$ cat config.mk
export PLATFORM = sky130hd
export DESIGN_NAME = svc_rv_dmem_router
export DESIGN_NICKNAME = d
export VERILOG_FILES = /design/src/rtl/svc_rv_dmem_router.sv
export SDC_FILE = /design/constraint.sdc
export NUM_CORES = 1
export LEC_CHECK = 0
export ABC_AREA = 1
export ABC_CLOCK_PERIOD_IN_PS = 6500
export BUFFER_PORTS_ARGS = -buffer_cell sky130_fd_sc_hd__buf_4
export CAP_MARGIN = 20
export CORE_MARGIN = 2
export CORE_UTILIZATION = 56
export CTS_BUF_LIST = sky130_fd_sc_hd__clkbuf_2
export CTS_CLUSTER_DIAMETER = 40
export CTS_CLUSTER_SIZE = 16
export DETAILED_ROUTE_END_ITERATION = 16
export HOLD_SLACK_MARGIN = 0.1
export PLACE_DENSITY = 0.83
export SLEW_MARGIN = 40
export SYNTH_ARGS = -nofsm -noshare
export SYNTH_HDL_FRONTEND = slang
export SYNTH_SLANG_ARGS = --single-unit
$ cat constraint.sdc
create_clock -name clk -period 6.5 [get_ports clk]
set_input_delay 1.3 -clock clk [delete_from_list [all_inputs] [get_ports clk]]
set_output_delay 1.3 -clock clk [all_outputs]
set_load 0.1 [all_outputs]
$ cat src/rtl/svc_rv_dmem_router.sv
// rtl/svc_rv_dmem_router.sv - dmem router: posted cache write buffer plus NUM_IO I/O channels
// Orders I/O behind buffered stores and stalls cache loads on read-after-write hazards.
module svc_rv_dmem_router #(
  parameter int NUM_IO     = 2,
  parameter int IO_SEL_LSB = 24,
  parameter int WBUF_DEPTH = 4
) (
  input  logic                               clk,
  input  logic                               rst,
  input  logic                               dmem_ren_i,
  input  logic [31:0]                        dmem_raddr_i,
  output logic [31:0]                        dmem_rdata_o,
  input  logic                               dmem_we_i,
  input  logic [31:0]                        dmem_waddr_i,
  input  logic [31:0]                        dmem_wdata_i,
  input  logic [3:0]                         dmem_wstrb_i,
  output logic                               dmem_stall_o,
  output logic                               cache_rd_valid_o,
  input  logic                               cache_rd_ready_i,
  output logic [31:0]                        cache_rd_addr_o,
  input  logic [31:0]                        cache_rd_data_i,
  input  logic                               cache_rd_data_valid_i,
  output logic                               cache_wr_valid_o,
  input  logic                               cache_wr_ready_i,
  output logic [31:0]                        cache_wr_addr_o,
  output logic [31:0]                        cache_wr_data_o,
  output logic [3:0]                         cache_wr_strb_o,
  output logic [NUM_IO-1:0]                  io_ren_o,
  output logic [NUM_IO-1:0]                  io_wen_o,
  output logic [31:0]                        io_raddr_o,
  output logic [31:0]                        io_waddr_o,
  output logic [31:0]                        io_wdata_o,
  output logic [3:0]                         io_wstrb_o,
  input  logic [NUM_IO*32-1:0]               io_rdata_i,
  output logic [$clog2(WBUF_DEPTH+1)-1:0]    wbuf_level_o
);
  localparam int IDX_W = (NUM_IO > 1) ? $clog2(NUM_IO) : 1;
  localparam int PTR_W = $clog2(WBUF_DEPTH);
  localparam int LVL_W = $clog2(WBUF_DEPTH + 1);

  typedef enum logic [2:0] {IDLE, DRAIN, RD_REQ, RD_WAIT, RD_DONE} state_t;
  state_t state_q, state_d;

  logic [31:0]      wb_addr_q [WBUF_DEPTH];
  logic [31:0]      wb_data_q [WBUF_DEPTH];
  logic [3:0]       wb_strb_q [WBUF_DEPTH];
  logic [PTR_W-1:0] wr_ptr_q, rd_ptr_q;
  logic [LVL_W-1:0] count_q;
  logic [31:0]      rd_addr_q, rd_buf_q, rdata_q;
  logic             io_pend_q, io_pend_ok_q, st_done_q;
  logic [IDX_W-1:0] io_ch_q;

  logic             empty, full, pop, push, stall, hazard, we_eff, st_ok, st_now;
  logic             rd_start, io_rd, io_wr, wsel_ok, rsel_ok;
  logic [IDX_W-1:0] wsel, rsel;
  logic [PTR_W-1:0] off;
  logic [31:0]      io_val;

  assign empty   = (count_q == '0);
  assign full    = (count_q == LVL_W'(WBUF_DEPTH));
  assign pop     = !empty && cache_wr_ready_i;
  assign wsel    = (NUM_IO > 1) ? dmem_waddr_i[IO_SEL_LSB +: IDX_W] : '0;
  assign rsel    = (NUM_IO > 1) ? dmem_raddr_i[IO_SEL_LSB +: IDX_W] : '0;
  assign wsel_ok = int'(wsel) < NUM_IO;
  assign rsel_ok = int'(rsel) < NUM_IO;
  // A store already handled while the CPU was stalled is still presented; ignore it.
  assign we_eff  = dmem_we_i && !st_done_q;
  assign st_ok   = dmem_waddr_i[31] ? empty : (!full || pop);

  always_comb begin
    hazard = we_eff && !dmem_waddr_i[31] && (dmem_waddr_i[31:2] == dmem_raddr_i[31:2]);
    off    = '0;
    for (int i = 0; i < WBUF_DEPTH; i++) begin
      off = PTR_W'(i) - rd_ptr_q;
      if ((LVL_W'(off) < count_q) && (wb_addr_q[i][31:2] == dmem_raddr_i[31:2])) hazard = 1'b1;
    end
  end

  always_comb begin
    state_d          = state_q;
    stall            = 1'b0;
    push             = 1'b0;
    io_wr            = 1'b0;
    io_rd            = 1'b0;
    st_now           = 1'b0;
    rd_start         = 1'b0;
    cache_rd_valid_o = 1'b0;
    if (!rst) begin
      case (state_q)
        IDLE: begin
          if (we_eff && !st_ok) begin
            stall = 1'b1;
          end else begin
            if (we_eff) begin
              st_now = 1'b1;
              push   = !dmem_waddr_i[31];
              io_wr  = dmem_waddr_i[31] && wsel_ok;
            end
            if (dmem_ren_i && !dmem_raddr_i[31]) begin
              stall    = 1'b1;
              rd_start = 1'b1;
              state_d  = hazard ? DRAIN : RD_REQ;
            end else if (dmem_ren_i) begin
              if (empty && !push) io_rd = 1'b1;
              else                stall = 1'b1;
            end
          end
        end
        DRAIN: begin
          stall = 1'b1;
          if (empty) state_d = RD_REQ;
        end
        RD_REQ: begin
          stall            = 1'b1;
          cache_rd_valid_o = 1'b1;
          if (cache_rd_ready_i) state_d = RD_WAIT;
        end
        RD_WAIT: begin
          stall = 1'b1;
          if (cache_rd_data_valid_i) state_d = RD_DONE;
        end
        RD_DONE: state_d = IDLE;
        default: state_d = IDLE;
      endcase
    end
  end

  always_comb begin
    io_val = '0;
    for (int c = 0; c < NUM_IO; c++)
      if (io_pend_ok_q && (io_ch_q == IDX_W'(c))) io_val = io_rdata_i[c*32 +: 32];
  end

  always_ff @(posedge clk or posedge rst) begin
    if (rst) begin
      state_q      <= IDLE;
      wr_ptr_q     <= '0;
      rd_ptr_q     <= '0;
      count_q      <= '0;
      rd_addr_q    <= '0;
      rd_buf_q     <= '0;
      rdata_q      <= '0;
      io_pend_q    <= 1'b0;
      io_pend_ok_q <= 1'b0;
      io_ch_q      <= '0;
      st_done_q    <= 1'b0;
    end else begin
      state_q   <= state_d;
      count_q   <= count_q + LVL_W'(push) - LVL_W'(pop);
      st_done_q <= stall && (st_done_q || st_now);
      if (push) wr_ptr_q <= wr_ptr_q + PTR_W'(1);
      if (pop)  rd_ptr_q <= rd_ptr_q + PTR_W'(1);
      if (rd_start) rd_addr_q <= dmem_raddr_i;
      if (state_q == RD_WAIT && cache_rd_data_valid_i) rd_buf_q <= cache_rd_data_i;
      if (state_q == RD_DONE) rdata_q <= rd_buf_q;
      else if (io_pend_q)     rdata_q <= io_val;
      io_pend_q    <= io_rd;
      io_pend_ok_q <= rsel_ok;
      io_ch_q      <= rsel;
    end
  end

  always_ff @(posedge clk) begin
    if (push) begin
      wb_addr_q[wr_ptr_q] <= dmem_waddr_i;
      wb_data_q[wr_ptr_q] <= dmem_wdata_i;
      wb_strb_q[wr_ptr_q] <= dmem_wstrb_i;
    end
  end

  always_comb begin
    io_ren_o = '0;
    io_wen_o = '0;
    if (io_rd && rsel_ok) io_ren_o = NUM_IO'(1) << rsel;
    if (io_wr)            io_wen_o = NUM_IO'(1) << wsel;
  end

  assign dmem_stall_o    = stall;
  assign dmem_rdata_o    = io_pend_q ? io_val : rdata_q;
  assign cache_rd_addr_o = rd_addr_q;
  assign cache_wr_valid_o = !empty;
  assign cache_wr_addr_o = empty ? '0 : wb_addr_q[rd_ptr_q];
  assign cache_wr_data_o = empty ? '0 : wb_data_q[rd_ptr_q];
  assign cache_wr_strb_o = empty ? '0 : wb_strb_q[rd_ptr_q];
  assign io_raddr_o      = io_rd ? dmem_raddr_i : '0;
  assign io_waddr_o      = io_wr ? dmem_waddr_i : '0;
  assign io_wdata_o      = io_wr ? dmem_wdata_i : '0;
  assign io_wstrb_o      = io_wr ? dmem_wstrb_i : '0;
  assign wbuf_level_o    = count_q;
endmodule

==> results_dict.tcl, run 1 <==
set metrics [dict create \
    status "complete, no violations" \
    r2r_start "rd_ptr_q[1]" \
    setup_violations 0 \
    max-clock-path-buffers 3 \
    cts-resized-gates 0 \
    dr.pass1.iters 6 \
    net-switching-power_w 0.006878 \
    area_growth_syn_to_layout_pct 24.17 \
    antenna_found_initial 3 \
    final_core_util 0.7078 \
    cts.sinks 382 \
    fin_skew_ps 82.41 \
    power.static_leakage_nw 9.779 \
    ios 445 \
    start_util 0.5700 \
    finalCriticalPeriod_ps 5034 \
    rsz0062_at_grt "no" \
    synthCells 1797 \
    cp_cell_sequence "inv_2 > nand2_1 > nor2_4 > buf_6 > inv_2 > nor3_1 > inv_1 > nor3_2 > inv_2 > nor2_1 > buf_4" \
    combPwrFrac 0.607 \
    core_sq_um 31560 \
    place.detailed.hpwl_um 37470 \
    postCtsSetupBuffers 0 \
    crit_arrival_ps 3730 \
    die_area_sq_um 33570 \
    critical_path.top_delay_family "buffers and inverters" \
    drcViolationCount 0 \
    criticalPathCategory "flip-flop to primary output" \
    synth_area_sq_um 17990 \
    slowest_stage "buf_6" \
    maxSlewHeadroom 0.4129 \
    crit_path_frequent_cell "inv_2" \
    max_cap_violations 0 \
    drtIter0Drc 1484 \
    swShare 0.5799 \
    vias 14970 \
    cp-start-kind "flip-flop" \
    powerDensity_nw_per_um2 531.0 \
    ctsHtreeMaxLevel 2 \
    syn_nets 2011 \
    multiInputGateArea_sq_um 5942 \
    grt_pass1_wl_um 80670 \
    clk-insertion-delay-late_ps 910 \
    seq_power_share 0.267 \
    tns_ps 0 \
    r2r_slack_ps 3140 \
    wl_per_cell_um 20.66 \
    fp.dieW_um 183.2 \
    viasPerCell 5.711 \
    cts_made_buffers 45 \
    period_share 0.7745 \
    nets 2396 \
    postRouteAntennaNets 0 \
    hold_buffers 0 \
    cts-root-buf "clkbuf_2" \
    layout_commonest_cell "buf_4" \
    p_int_w 0.004982 \
    endpoint_kind "primary output" \
    yosysUniqueCellTypes 36 \
    synth-seq-cells 382 \
    tightest_slew_ps 880.6 \
    peakVddDrop_uv 479.9 \
    p_clk_frac 0.126 \
    die_height_um 183.2 \
    fmax_mhz 198.6 \
    placement.io_buffers 444 \
    final_cell_mix "buf_4, nand2_1, edfxtp_1" \
    grtUsageTotal 0.3150 \
    grt_max_degree 72 \
    startpoint "wbuf_level_o[1]" \
    grt_pass1_vias 14430 \
    cts_tree "yes" \
    yosys_warnings 0 \
    synth-seq-area-share 0.6071 \
    clk_pin_slew_ps 220 \
    routed_wl_um 54160 \
    slowest_delay_ps 570 \
    ff_latch_area_sq_um 10930 \
    crit_fanout 71 \
    routabilityCongestion 0.9059 \
    n_fill_cell 2283 \
    grt-ovfl-total 0 \
    path_buf_inv 6 \
    worstHoldPathType "input pin to async pin" \
    hold_slack_ps 472.4 \
    drive_gt1_frac 0.2706 \
    required_ps 5200 \
    final-hold-violation-count 0 \
    synth.avg_cell_area_sq_um 10.01 \
    row_count 65 \
    slew_violations 0 \
]
==> cell usage after synthesis, drive strengths merged <==
library cell / n / area [sq um]
nand2: 289 / 1085
edfxtp: 272 / 8168
nor2: 246 / 960.9
inv: 182 / 683.2
nand3: 150 / 755.7
dfrtp: 110 / 2753
clkbuf: 97 / 364.1
a31oi: 93 / 581.8
o21ai: 67 / 335.3
xnor2: 62 / 543.0
a22oi: 60 / 450.4
xor2: 48 / 420.4
a21oi: 33 / 168.9
buf: 28 / 152.6
mux2: 16 / 180.2
nand4: 11 / 68.82
ha: 10 / 125.1
a221oi: 8 / 70.07
nor3: 8 / 61.31
a211oi: 1 / 7.510
a21o: 1 / 7.510
conb: 1 / 3.750
fa: 1 / 20.02
nand3b: 1 / 7.510
o21bai: 1 / 7.510
o22ai: 1 / 6.260
==> power groups by stage <==
stage / sequential [W] / clock, W / combinational (W)
5_1_grt: 0.00320 / 0.00163 / 0.00747
3_5_place_dp: 0.00321 / 0 / 0.00717
2_1_floorplan: 0.00388 / 0 / 0.00480
4_1_cts: 0.00316 / 0.00152 / 0.00719
6_report: 0.00316 / 0.00150 / 0.00720
3_3_place_gp: 0.00320 / 0 / 0.00710
==> worst paths after layout <==
check                           depth (start not counted)          end
worst max-delay path                                   11  io_ren_o[1]
worst max register to register                         16   state_q[1]
min in group clk                                        2   rdata_q[9]
max in group asynchronous                               3    io_pend_q
worst min register to register                          2   rdata_q[9]
worst min-delay path                                    2   rdata_q[8]
==> cell families after synthesis <==
kind of cell,share of synthesized area
simple gates,0.1634
flops,0.6071
buf+inv,0.06671
compound gates,0.09092
xor+xnor,0.05356
mux,0.01002
fa+ha+maj,0.008069
other cells,0.0002085
==> cell type report <==
cell class,count,area share
clock inverter,29,0.01877
inverter,182,0.03070
timing repair buffer,463,0.1603
sequential,382,0.4894
clock buffer,53,0.01188
multi-input combinational,1108,0.2660
antenna,3,0.0003361
tap,402,0.02252
==> state kept, by name, summed over array words and instances, names as in the netlist <==
name	cells
rdata_q	32
cache_rd_addr_o	32
rd_buf_q	32
io_ch_q	1
state_q	3
wr_ptr_q	2
wbuf_level_o	3
io_pend_q	1
st_done_q	1
wb_data_q	128
rd_ptr_q	2
io_pend_ok_q	1
wb_addr_q	128
wb_strb_q	16
==> per-layer routing <==
layer  share of wire  wire length, um  track usage
met1            0.37            20200       0.3927
met2            0.49            26710       0.5370
met3           0.098             5294      0.06513
met4           0.036             1950       0.1328
met5               0                0            0
==> per-stage QoR <==
| stage | instances | cell area, sq um | total power [W] | setup slack [ps] |
|---|---|---|---|---|
| 6_report | 2622 | 22340 | 0.01186 | 1466 |
| 5_1_grt | 2622 | 22340 | 0.01229 | 1169 |
| 4_1_cts | 2619 | 22320 | 0.01186 | 1407 |
| 3_5_place_dp | 2537 | 21640 | 0.01038 | 1835 |
| 3_3_place_gp | 2534 | 21540 | 0.01029 | 1910 |
| 2_1_floorplan | 1797 | 17990 | 0.008686 | 463.7 |
Power figures use the tool's default switching activity.
==> inputs of run 2 (changes only) <==
Settings changed: ABC_CLOCK_PERIOD_IN_PS 6500 to 4100, CORE_UTILIZATION 56 to 50, PLACE_DENSITY 0.83 to 0.79.
Clock period 6.5 ns to 4.1 ns, I/O delays scaled along.
==> run 2 against run 1 <==
Global-route usage fell by 1.2 points. Worst setup slack lost 1300 ps. Worst hold slack lost 310 ps. Non-clock buffer count grew 121. Critical endpoint is now cache_wr_addr_o[31]. Critical path depth shrank 5. Clock power grew 39%. Largest cell class unchanged. Die area rose by 12%.
==> results_dict.tcl, run 2 (same netlist as run 1, synthesis figures left out) <==
set metrics [dict create \
    totalPowerFinal_w 0.01890 \
    slew_violations 0 \
    worstHoldStart "cache_rd_data_i[9]" \
    grt-ovfl-total 0 \
    top_regs "wb_addr_q x128, wb_data_q x128" \
    clk_pin_slew_ps 210 \
    final_cell_mix "buf_4, nand2_1, edfxtp_1" \
    tightest_slew_ps 725.0 \
    ios 445 \
    start_util 0.5069 \
    grt_max_degree 66 \
    powerDensity_nw_per_um2 770.4 \
    clk-insertion-delay-late_ps 950 \
    endpoint_kind "primary output" \
    criticalPathCategory "flip-flop to primary output" \
    power.static_leakage_nw 10.37 \
    drive_gt1_frac 0.3040 \
    p_int_w 0.007790 \
    peakVddDrop_uv 781.7 \
    wl_per_cell_um 21.13 \
    combPwrFrac 0.623 \
    grt_pass1_wl_um 87890 \
    fin_skew_ps 57.75 \
    multiInputGateArea_sq_um 6445 \
    ff_latch_area_sq_um 10940 \
    postRouteAntennaNets 0 \
    min_to "rd_buf_q[9]" \
    status "complete, no violations" \
    r2r_start "wbuf_level_o[1]" \
    p_clk_frac 0.110 \
    n_fill_cell 2525 \
    swShare 0.5877 \
    place.detailed.hpwl_um 39120 \
    worstHoldPathType "input pin to flip-flop" \
    placed_area_sq_um 22290 \
    net-switching-power_w 0.01111 \
    reg2reg_to "wbuf_level_o[2]" \
    cts-root-buf "clkbuf_2" \
    row_count 69 \
    routabilityCongestion 0.9347 \
    max_cap_violations 0 \
    seq_power_share 0.267 \
    max-clock-path-buffers 3 \
    cts_tree "yes" \
    layout_commonest_cell "buf_4" \
    tns_ps 0 \
    viasPerCell 5.494 \
    die_height_um 193.7 \
    drcViolationCount 0 \
    area_growth_syn_to_layout_pct 36.36 \
    period_share 0.9634 \
    vias 15400 \
    routed_wl_um 59240 \
    cts_made_buffers 45 \
    rr_worst_depth 10 \
    die_area_sq_um 37510 \
    ctsHtreeMaxLevel 2 \
    fmax_mhz 253.2 \
    crit_fanout 17 \
    dr.pass1.iters 5 \
    cp-start-kind "flip-flop" \
    grt_pass1_vias 15310 \
    maxSlewHeadroom 0.5167 \
    nets 2519 \
    hold_path_depth 3 \
    cts.sinks 382 \
    rsz0062_at_grt "yes" \
    core_sq_um 35480 \
    hold_slack_ps 162.9 \
    final_core_util 0.6912 \
    drtIter0Drc 1168 \
    crit_arrival_ps 3130 \
    grtUsageTotal 0.3033 \
    finalCriticalPeriod_ps 3950 \
    setup_violations 0 \
    post-route-cell-area_sq_um 24530 \
    placement.io_buffers 444 \
    final-hold-violation-count 0 \
    r2r_slack_ps 1180 \
    required_ps 3280 \
    fp.dieW_um 193.7 \
    antenna_found_initial 3 \
]
-- run 2: cell count changes in the layout (fill, tap and decap cells not counted), sizes merged --
cell / before / now
buf: 463 / 482
bufinv: 9 / 5
clkinvlp: 1 / 4
clkinv: 10 / 18
dlygate4sd3: 0 / 101
clkbuf: 53 / 48
-- run 2: critical path, stage by stage, from the launching register on --
cell and delay [ps]:
dfrtp_4 640, inv_1 150, nor2_4 190, buf_4 260, nand2_1 70, a31oi_1 480, buf_4 400
-- run 2: cell type report --
cell class                 count  share of cell area
inverter                     182             0.03025
timing repair inverter         2           0.0008162
sequential                   382              0.4461
clock inverter                34             0.01337
tap                          461             0.02352
antenna                        3           0.0003061
multi-input combinational   1108              0.2628
clock buffer                  47            0.009590
timing repair buffer         584              0.2133
-- run 2: repair_timing --
action                                  in CTS  in global routing
resized for setup                           72                 57
endpoints found under the hold margin      349                  0
cloned                                       1                  2
pin swaps                                    1                  3
setup buffers                                5                  5
endpoints found under the setup margin      73                 78
hold buffers                               101                  0
-- run 2: per-layer routing --
metal / up-vias / GRT usage / share of wire
met5: - / 0 / 0
met4: 0 / 0.1306 / 0.047
met3: 151 / 0.06958 / 0.085
met2: 818 / 0.5181 / 0.49
met1: 7342 / 0.3700 / 0.38
li1: 7088 / - / -
-- run 2: stage by stage --
step                setup slack (ps)  std cells
floorplan                     -947.8       1797
global placement               670.9       2605
detailed placement             647.4       2605
CTS                           0.4374       2793
global route                  -25.39       2803
finish                         149.9       2803
-- run 2: how the worst max path moves through the flow --
| stage | start | to | slack (ps) | cells past startpoint |
|---|---|---|---|---|
| 5_1_grt | state_q[1] | io_waddr_o[20] | -30 | 12 |
| 4_1_cts | state_q[1] | io_waddr_o[8] | 0.4 | 11 |
| 3_3_place_gp | cache_wr_ready_i | io_raddr_o[1] | 670 | 10 |
| 6_report | rd_ptr_q[1] | cache_wr_addr_o[31] | 150 | 6 |
| 3_5_place_dp | rst | io_waddr_o[30] | 650 | 10 |
| 2_1_floorplan | wbuf_level_o[2] | wb_addr_q[0][0] | -950 | 6 |
-- run 2: power by group through the flow --
stage | Sequential, W | Combinational, W | Clock [W]
2_1_floorplan | 0.00616 | 0.00766 | 0
3_3_place_gp | 0.00508 | 0.0114 | 0
3_5_place_dp | 0.00511 | 0.0115 | 0
4_1_cts | 0.00502 | 0.0117 | 0.00211
5_1_grt | 0.00510 | 0.0122 | 0.00228
6_report | 0.00504 | 0.0118 | 0.00209
==> inputs of run 3 (changes only) <==
Settings changed: PLACE_DENSITY 0.79 to 0.82.
==> run 3 against run 2 <==
Via count rose by 1.7%. Die area unchanged. Flip-flop and latch count stayed put. Worst setup slack worse by 47 ps. Critical path type unchanged. Critical endpoint is now io_waddr_o[3]. Largest cell class unchanged. Highest routed layer unchanged.
==> results_dict.tcl, run 3 (same netlist as run 1, synthesis figures left out) <==
set metrics [dict create \
    totalPowerFinal_w 0.01881 \
    fin_skew_ps 84.77 \
    rr_worst_depth 11 \
    ios 445 \
    cts_made_buffers 48 \
    ctsHtreeMaxLevel 2 \
    nets 2516 \
    grt_pass1_vias 15590 \
    grt_pass1_wl_um 88600 \
    tightest_slew_ps 791.6 \
    cts-root-buf "clkbuf_2" \
    multiInputGateArea_sq_um 6446 \
    clk_pin_slew_ps 160 \
    core_sq_um 35480 \
    routed_wl_um 59960 \
    row_count 69 \
    final-hold-violation-count 0 \
    post-route-cell-area_sq_um 24440 \
    final_cell_mix "buf_4, nand2_1, edfxtp_1" \
    finalCriticalPeriod_ps 3997 \
    grt-ovfl-total 0 \
    required_ps 3280 \
    start_util 0.5069 \
    max_cap_violations 0 \
    crit_fanout 18 \
    area_growth_syn_to_layout_pct 35.85 \
    cts.sinks 382 \
    routabilityCongestion 0.9248 \
    period_share 0.9748 \
    place.detailed.hpwl_um 39220 \
    fmax_mhz 250.2 \
    setup_violations 0 \
    hold_path_depth 3 \
    endpoint_kind "primary output" \
    grtUsageTotal 0.3051 \
    peakVddDrop_uv 739.8 \
    top_regs "wb_addr_q x128, wb_data_q x128" \
    drcViolationCount 0 \
    postRouteAntennaNets 0 \
    antenna_found_initial 4 \
    drive_gt1_frac 0.3035 \
    wl_per_cell_um 21.38 \
    cp-start-kind "flip-flop" \
    slew_violations 0 \
    clk-insertion-delay-late_ps 990 \
    status "complete, no violations" \
    dr.pass1.iters 6 \
    hold_slack_ps 162.2 \
    n_fill_cell 2488 \
    die_height_um 193.7 \
    placed_area_sq_um 22320 \
    fp.dieW_um 193.7 \
    cts_tree "yes" \
    die_area_sq_um 37510 \
    powerDensity_nw_per_um2 769.9 \
    layout_commonest_cell "buf_4" \
    worstHoldPathType "input pin to flip-flop" \
    viasPerCell 5.587 \
    criticalPathCategory "flip-flop to primary output" \
    vias 15670 \
    ff_latch_area_sq_um 10930 \
    power.static_leakage_nw 10.32 \
    max-clock-path-buffers 3 \
    drtIter0Drc 1202 \
    maxSlewHeadroom 0.4723 \
    placement.io_buffers 444 \
    grt_max_degree 77 \
    crit_arrival_ps 3180 \
]
==> run 3: cell count changes in the layout (fill, tap and decap cells not counted), moves of 2 or more <==
cell | before | now
buf_6 | 47 | 75
buf_8 | 9 | 6
dfrtp_4 | 4 | 2
dfrtp_1 | 101 | 103
bufinv_16 | 5 | 3
clkinvlp_4 | 4 | 6
buf_4 | 400 | 378
clkinv_2 | 5 | 3
buf_12 | 25 | 18
clkinv_1 | 6 | 4
clkbuf_2 | 47 | 54
==> run 3: power by group <==
part	total [W]	switching [W]	internal [W]
registers	0.00499	0.000303	0.00469
logic	0.0118	0.00937	0.00239
clock network	0.00207	0.00148	0.000587
total	0.0188	0.0111	0.00766
==> run 3: what timing repair did <==
action | in CTS | in global routing
resized for setup | 58 | 61
setup buffers | 0 | 5
cloned | 0 | 1
hold endpoints to repair | 339 | 0
hold buffers | 102 | 0
pin swaps | 1 | 4
endpoints found under the setup margin | 77 | 73
==> run 3: routing by layer <==
layer / part of all wire / track usage
met4: 0.040 / 0.1349
met1: 0.37 / 0.3619
met2: 0.50 / 0.5295
met3: 0.089 / 0.07236
met5: 0 / 0
==> run 3: path summary, 6_finish.rpt <==
check,from,end,slack (ps)
setup / recovery,state_q[0],io_waddr_o[3],100
hold / removal,cache_rd_data_i[7],rd_buf_q[7],160
setup reg to reg,state_q[0],wbuf_level_o[2],1190
hold reg to reg,cache_rd_addr_o[31],cache_rd_addr_o[31],490
max in group asynchronous,rst,io_pend_ok_q,2440
min in group asynchronous,rst,rd_buf_q[28],590
==> run 3: final cells by class <==
class                           instances  share of cell area
Antenna cell                            4           0.0004096
Clock buffer                           54             0.01106
Clock inverter                         33             0.01193
Inverter                              182             0.03036
Multi-Input combinational cell       1108              0.2638
Sequential cell                       382              0.4475
Tap cell                              461             0.02360
Timing Repair Buffer                  579              0.2109
Timing Repair inverter                  1           0.0004608
==> run 3: worst max-delay path: stages, from the launching register on <==
cell	delay [ps]
dfrtp_2	470
nor2_4	180
inv_2	70
nor3_4	190
inv_2	100
nor3_4	170
inv_2	80
nor2_4	130
buf_12	140
clkinv_16	90
buf_12	220
nor2_2	130
buf_8	210
==> run 3: metrics by stage <==
step                      setup TNS, ps    util  std cells  setup slack (ps)
after CTS                             0  0.6797       2794             5.921
after floorplan                 -260290       -       1797            -947.8
after global routing             -345.8  0.6887       2804            -34.88
after global placement                0  0.6283       2605             647.5
final                                 0  0.6887       2804             103.3
after detailed placement              0  0.6291       2605             613.7
